## config.mk

```make
export PLATFORM = sky130hd
export DESIGN_NAME = serial_add_sched
export DESIGN_NICKNAME = d
export VERILOG_FILES = /design/src/rtl/serial_add_sched.sv
export SDC_FILE = /design/constraint.sdc
export NUM_CORES = 1
export LEC_CHECK = 0
export CAP_MARGIN = 20
export CELL_PAD_IN_SITES_DETAIL_PLACEMENT = 1
export CELL_PAD_IN_SITES_GLOBAL_PLACEMENT = 1
export CORE_ASPECT_RATIO = 2
export CORE_MARGIN = 2
export CORE_UTILIZATION = 30
export DETAILED_ROUTE_END_ITERATION = 8
export PLACE_DENSITY = 0.61
export SYNTH_ARGS = -nofsm -noshare
export SYNTH_HDL_FRONTEND = slang
export SYNTH_SLANG_ARGS = --single-unit
```

## constraint.sdc

```tcl
create_clock -name clk -period 2.5 [get_ports clk]
set_clock_uncertainty 0.05 [all_clocks]
set_input_delay 0.25 -clock clk [delete_from_list [all_inputs] [get_ports clk]]
set_output_delay 0.25 -clock clk [all_outputs]
set_load 0.01 [all_outputs]
```

## src/rtl/serial_add_sched.sv

```systemverilog
// serial_add_sched: round-robin scheduler that time-shares one 1-bit full-adder
// cell between two requesters. Each add takes WIDTH cycles, LSB first. The
// result is presented with a one-cycle done pulse tagged by requester ID.
module serial_add_sched #(
   parameter int WIDTH = 8
) (
   input  logic             clk,
   input  logic             rst_n,
   input  logic             req0,
   input  logic [WIDTH-1:0] a0,
   input  logic [WIDTH-1:0] b0,
   input  logic             req1,
   input  logic [WIDTH-1:0] a1,
   input  logic [WIDTH-1:0] b1,
   output logic             ack0,
   output logic             ack1,
   output logic             busy,
   output logic             done,
   output logic             done_id,
   output logic [WIDTH-1:0] sum,
   output logic             cout
);

   localparam int CW = $clog2(WIDTH + 1);

   typedef enum logic {IDLE, RUN} state_t;

   state_t           state_reg, state_next;
   logic [WIDTH-1:0] opa_reg, opb_reg, acc_reg;
   logic             carry_reg;
   logic [CW-1:0]    count_reg;
   logic             cur_id_reg, last_id_reg;

   logic             grant_go, grant_id;
   logic             last_bit;
   logic             ha0_s, ha0_c, ha1_s, ha1_c;
   logic             carry_next;
   logic [WIDTH-1:0] acc_next;

   // Shared full-adder cell: two half adders plus an OR on the carries.
   always_comb begin
      ha0_s      = opa_reg[0] ^ opb_reg[0];
      ha0_c      = opa_reg[0] & opb_reg[0];
      ha1_s      = ha0_s ^ carry_reg;
      ha1_c      = ha0_s & carry_reg;
      carry_next = ha0_c | ha1_c;
      acc_next   = {ha1_s, acc_reg[WIDTH-1:1]};
      last_bit   = (count_reg == CW'(WIDTH - 1));
   end

   // Next-state and arbitration: a tie goes to the requester not served last.
   always_comb begin
      state_next = state_reg;
      grant_go   = 1'b0;
      grant_id   = 1'b0;
      case (state_reg)
         IDLE: begin
            if (req0 || req1) begin
               grant_go   = 1'b1;
               grant_id   = (req0 && req1) ? ~last_id_reg : req1;
               state_next = RUN;
            end
         end
         RUN: begin
            if (last_bit) state_next = IDLE;
         end
         default: state_next = IDLE;
      endcase
   end

   // State register.
   always_ff @(posedge clk or negedge rst_n) begin
      if (!rst_n) state_reg <= IDLE;
      else        state_reg <= state_next;
   end

   // Operand capture, bit-serial stepping and result/pulse registers.
   always_ff @(posedge clk or negedge rst_n) begin
      if (!rst_n) begin
         opa_reg     <= '0;
         opb_reg     <= '0;
         acc_reg     <= '0;
         carry_reg   <= 1'b0;
         count_reg   <= '0;
         cur_id_reg  <= 1'b0;
         last_id_reg <= 1'b1;
         ack0        <= 1'b0;
         ack1        <= 1'b0;
         busy        <= 1'b0;
         done        <= 1'b0;
         done_id     <= 1'b0;
         sum         <= '0;
         cout        <= 1'b0;
      end else begin
         ack0 <= 1'b0;
         ack1 <= 1'b0;
         done <= 1'b0;
         if (grant_go) begin
            opa_reg     <= grant_id ? a1 : a0;
            opb_reg     <= grant_id ? b1 : b0;
            carry_reg   <= 1'b0;
            count_reg   <= '0;
            cur_id_reg  <= grant_id;
            last_id_reg <= grant_id;
            ack0        <= ~grant_id;
            ack1        <= grant_id;
            busy        <= 1'b1;
         end else if (state_reg == RUN) begin
            carry_reg <= carry_next;
            acc_reg   <= acc_next;
            opa_reg   <= opa_reg >> 1;
            opb_reg   <= opb_reg >> 1;
            count_reg <= count_reg + CW'(1);
            if (last_bit) begin
               sum     <= acc_next;
               cout    <= carry_next;
               done_id <= cur_id_reg;
               done    <= 1'b1;
               busy    <= 1'b0;
            end
         end
      end
   end

endmodule

```

==> After elaboration in Yosys (flattened, before gate mapping) <==
Cells that the tools add are included.
{ "totals": {"ff_bits": 46, "out_inout_bits": 14, "latchBits": 0, "memories": 0, "ram_bits": 0, "romBits": 0, "wordCells": 58, "input_bits": 36} }
{ "op_classes": {"n_reduce_logical": 7, "order_cmp": 0, "n_bitwise": 9, "eq_ne": 1, "muxes": 25, "div_mod_pow": 0, "mul": 0, "shift": 0, "add_sub_neg": 1} }
{ "op_table": {"columns": ["op", "count"], "rows": [
  ["8-bit two-way mux", 6],
  ["1-bit two-way mux", 16],
  ["4-bit two-way mux", 2],
  ["4-bit by 1-bit adder with 4-bit output (second input constant)", 1],
  ["4-bit by 3-bit == test with 1-bit output (second input constant)", 1],
  ["1-bit NOT", 4],
  ["2-bit AND reduction", 2],
  ["2-bit nonzero test", 2],
  ["3-bit AND reduction", 1],
  ["1-bit bitwise AND", 2],
  ["1-bit case mux with 2 select lines", 1],
  ["1-bit bitwise XOR", 2],
  ["1-bit logical AND", 1],
  ["1-bit logical OR", 1],
  ["1-bit OR", 1]
]} }

==> Logic depth before layout (Yosys ltp) <==
{ "depth": {"word_depth": 6, "ltp_mapped": 5, "ltp_nobuf": 4} }

==> Least setup slack after synthesis <==
OpenSTA, ideal clock, no wires.
{ "synth_timing": {"kind": "register to register", "start": "register count_reg[0]", "end": "register cout", "setup_slack_ns": 1.063, "t_arrival_ns": 1.262, "stages_incl_launch_ff": 5, "t_required_ns": 2.325, "synth_period_minus_slack_ns": 1.437, "setup_time_ns": 0.125, "n_path_buf": 1, "path_cell_list": "dfrtp_1 > ha_1 > nand4b_2 > buf_2 > mux2_2"} }
{ "synth_between": {"elab_chain_cells": 2} }
{ "synth_rtl": {"columns": ["item", "line", "source"], "rows": [
  ["start, declared", "31", "logic [CW-1:0] count_reg;"],
  ["start signal, assigned", "113", "count_reg <= count_reg + CW'(1);"],
  ["4-bit by 3-bit == test with 1-bit output", "48", "last_bit = (count_reg == CW'(WIDTH - 1));"],
  ["3-bit AND reduction (no source line)", null, null],
  ["end signal, assigned", "116", "cout <= carry_next;"],
  ["end, declared", "21", "output logic cout"]
]} }
No other way between the ends.
A chain may end at the register's enable or synchronous reset.

==> Worst setup path after layout <==
{ "layout_timing": {"start": "register count_reg[0]", "end": "register sum[4]"} }
{ "layout_between": {"elab_chain_cells": 2} }
{ "layout_rtl": {"columns": ["item", "line", "source"], "rows": [
  ["4-bit by 3-bit == test with 1-bit output", "48", null],
  ["3-bit AND reduction (no source line)", null, null],
  ["end signal, assigned", "115", "sum <= acc_next;"],
  ["end, declared", "20", "output logic [WIDTH-1:0] sum,"]
]} }
No other way between the ends.

==> impl_metrics.py <==
metrics = {
    "run_status": {
        "outcome": "finished clean",
    },
    "critical_path": {
        "cp_max_fo": 12,
        "critPathLaunchType": "flip-flop",
        "end_kind": "flip-flop",
        "cp_data_arrival_time_ns": 1.67,
        "critPathRequiredTime_ns": 2.62,
        "crit_type": "flip-flop to flip-flop",
    },
    "logic_synthesis": {
        "async_flop_share": 1.00,
        "synth_commonest_cells": "44 x dfrtp_1, 28 x nor3_1, 18 x mux2_2, 14 x nand2b_1, 13 x nor4_1",
        "synthFlopType": "dfrtp_1",
        "ys_types": 34,
        "yosysTopAreaCell": "dfrtp_1",
        "ys_seq_area_frac": 0.512,
        "synth_most_common_cell": "dfrtp_1",
        "avgSynthCellArea_um2": 11.6,
        "syn_area_um2": 2200,
        "ys_ff_latch": 45,
        "synth_edf_count": 0,
        "synth_area_leaders": "dfrtp_1 50%, mux2_2 9.2%, nor3_1 6.4%, o31ai_2 4.5%, nand2b_1 4.0%",
        "yosysTopAreaCellShare": 0.500,
        "syn_nets": 228,
        "yosys_warnings": 0,
        "synth_cells": 190,
    },
    "global_route": {
        "grtUsageTotal": 0.149,
        "grt_remaining_overflow": 0,
        "grt_max_degree": 80,
        "grt_first_pass_wirelength_um": 9030,
        "antenna_found_initial": 0,
        "grt_pass1_vias": 1789,
    },
    "floorplanning": {
        "fp.dieArea_um2": 8090,
        "ios": 50,
        "die_y_um": 125,
        "num_rows": 44,
        "initial_core_util": 0.306,
        "coreArea_um2": 7210,
        "fp.dieW_um": 64.6,
    },
    "finish": {
        "areaGrowthSynthToFinish_pct": 31.7,
        "final_nets": 274,
        "seqCellArea_um2": 1130,
        "multiInputGateArea_um2": 960,
        "layout.cells.non_filler": 329,
        "antenna_cells": 0,
        "drive_gt1_frac": 0.203,
        "n_fill_cell": 788,
    },
    "pwr": {
        "p_switching_w": 0.00108,
        "internal_power_w": 0.00216,
        "p_leak_nw": 1.20,
        "peakVddDrop_v": 0.000658,
        "clkPwrFrac": 0.207,
        "seq_power_share": 0.398,
        "switching_share": 0.333,
        "total_power_w": 0.00323,
        "powerDensity_nw_per_um2": 1110,
        "p_comb_frac": 0.394,
    },
    "sta": {
        "worst_pin_slew_ns": 0.496,
        "holdWs_ns": 0.287,
        "relSlewSlack": 0.669,
        "max_freq_mhz": 647,
        "rsz0062_at_grt": "false",
        "finalCritPeriodShare": 0.618,
        "tns_ns": 0,
        "setup_viol": 0,
        "drv_slew": 0,
        "hold_viol": 0,
        "worst_slack_ns": 0.956,
        "fin_crit_ns": 1.54,
    },
    "clock_tree": {
        "cts_made_buffers": 5,
        "htree_levels": 2,
        "cts-root-buf": "clkbuf_16",
        "insertion_delay_ns": 0.29,
        "clk_path_buf_depth": 2,
        "cts_tree": "built",
        "postCtsSetupRepairBufs": 0,
        "cts.clk_slew.worst_paths_ns": 0.06,
        "clock_sinks": 45,
    },
    "job": {
        "cap_violations": 0,
    },
    "detailed_routing": {
        "met3_wirelength_um": 211,
        "viasPerCell": 4.92,
        "drc": 0,
        "dr.max_layer_used": "met4",
        "dr_wl_met2_um": 3040,
        "vias": 1619,
        "post_drt_wl_per_cell_um": 16.4,
        "drt-total-wl_um": 5390,
        "drtIter0Drc": 36,
        "wl_met1_um": 2040,
        "firstDrtPassIters": 4,
        "antenna_left": 0,
    },
    "placed_design": {
        "io_buffers": 49,
        "post-place-ws_ns": 0.653,
        "gp_congestion": 0.717,
        "dpl.hpwl_um": 3790,
        "dp_cells": 320,
    },
    "min_path": {
        "hold_class": "input pin to asynchronous set/reset pin",
    },
}
[final cells by class]
class                   count  share of cell area
clock buffers               8              0.0504
inverters                   2             0.00259
multi-input cells         127               0.331
flip-flops and latches     45               0.389
well taps                  92              0.0397
repair buffers             55               0.188
[placed cells by master (no fill, tap or decap), drive strengths merged]
cell type | synthesis | layout
clkdlybuf4s50 | 0 | 48
dfrtp | 44 | 44
nor3 | 29 | 29
mux2 | 18 | 18
nand2b | 14 | 14
nor4 | 13 | 13
o31ai | 13 | 13
nand2 | 10 | 10
clkbuf | 3 | 8
nor2 | 7 | 7
buf | 13 | 6
o21ai | 5 | 5
inv | 2 | 2
nor2b | 2 | 2
a2111oi | 2 | 2
a21oi | 2 | 2
nand4b | 1 | 1
or2 | 1 | 1
a21boi | 1 | 1
a21bo | 1 | 1
nand3 | 1 | 1
xnor2 | 1 | 1
a22o | 1 | 1
o22a | 1 | 1
a32oi | 1 | 1
xor2 | 1 | 1
fa | 1 | 1
ha | 1 | 1
dlygate4sd3 | 0 | 1
dfstp | 1 | 1
[per-stage QoR]
step	utilization	area [µm²]
4_1_cts	0.402	2900
2_1_floorplan	-	2200
6_report	0.402	2900
5_1_grt	0.402	2900
3_3_place_gp	0.381	2750
3_5_place_dp	0.381	2750
[power groups by stage]
stage	Sequential, W	Clock (W)	Combinational [W]
2_1_floorplan	0.00129	0	0.000862
3_3_place_gp	0.00130	0	0.00128
3_5_place_dp	0.00131	0	0.00130
4_1_cts	0.00130	0.000697	0.00131
5_1_grt	0.00134	0.000719	0.00144
6_report	0.00129	0.000671	0.00127
[worst paths after layout]
check | from | to | slack, ns | cells past startpoint
worst max-delay path | count_reg[0]$_DFFE_PN0P_ | sum[4]$_DFFE_PN0P_ | 0.96 | 3
max in group asynchronous | rst_n | opa_reg[6]$_DFFE_PN0P_ | 1.36 | 3
min in group clk | sum[5]$_DFFE_PN0P_ | sum[5]$_DFFE_PN0P_ | 0.46 | 1
worst min-delay path | rst_n | done_id$_DFFE_PN0P_ | 0.29 | 2
worst max register to register | count_reg[0]$_DFFE_PN0P_ | sum[4]$_DFFE_PN0P_ | 0.96 | 3
worst min register to register | sum[5]$_DFFE_PN0P_ | sum[5]$_DFFE_PN0P_ | 0.46 | 1
[layer usage]
layer  track usage  vias up
met5             0        -
met4        0.0563        0
met3        0.0369        7
met2         0.278       28
met1         0.155      807
li1              -      777
[logic make-up (layout without fill, tap and decap cells)]
kind of cell / count (synthesis) / in the layout / share of synthesized area
mux: 18 / 18 / 0.0920
simple gates: 78 / 78 / 0.191
compound gates: 27 / 27 / 0.129
buf+inv: 18 / 65 / 0.0528
flops: 45 / 45 / 0.512
fa+ha+maj: 2 / 2 / 0.0148
xor+xnor: 2 / 2 / 0.00795
[critical path, stage by stage, from the launching register on]
cell	delay, ns
dfrtp_1	0.38
ha_1	0.21
nand4b_2	0.37
mux2_2	0.41
[what timing repair did]
item / in CTS / in global routing
hold buffers: 1 / 0
hold endpoints to repair: 8 / 0
resized for setup: 0 / 0
Note: power is estimated with default switching activity, not from simulation.
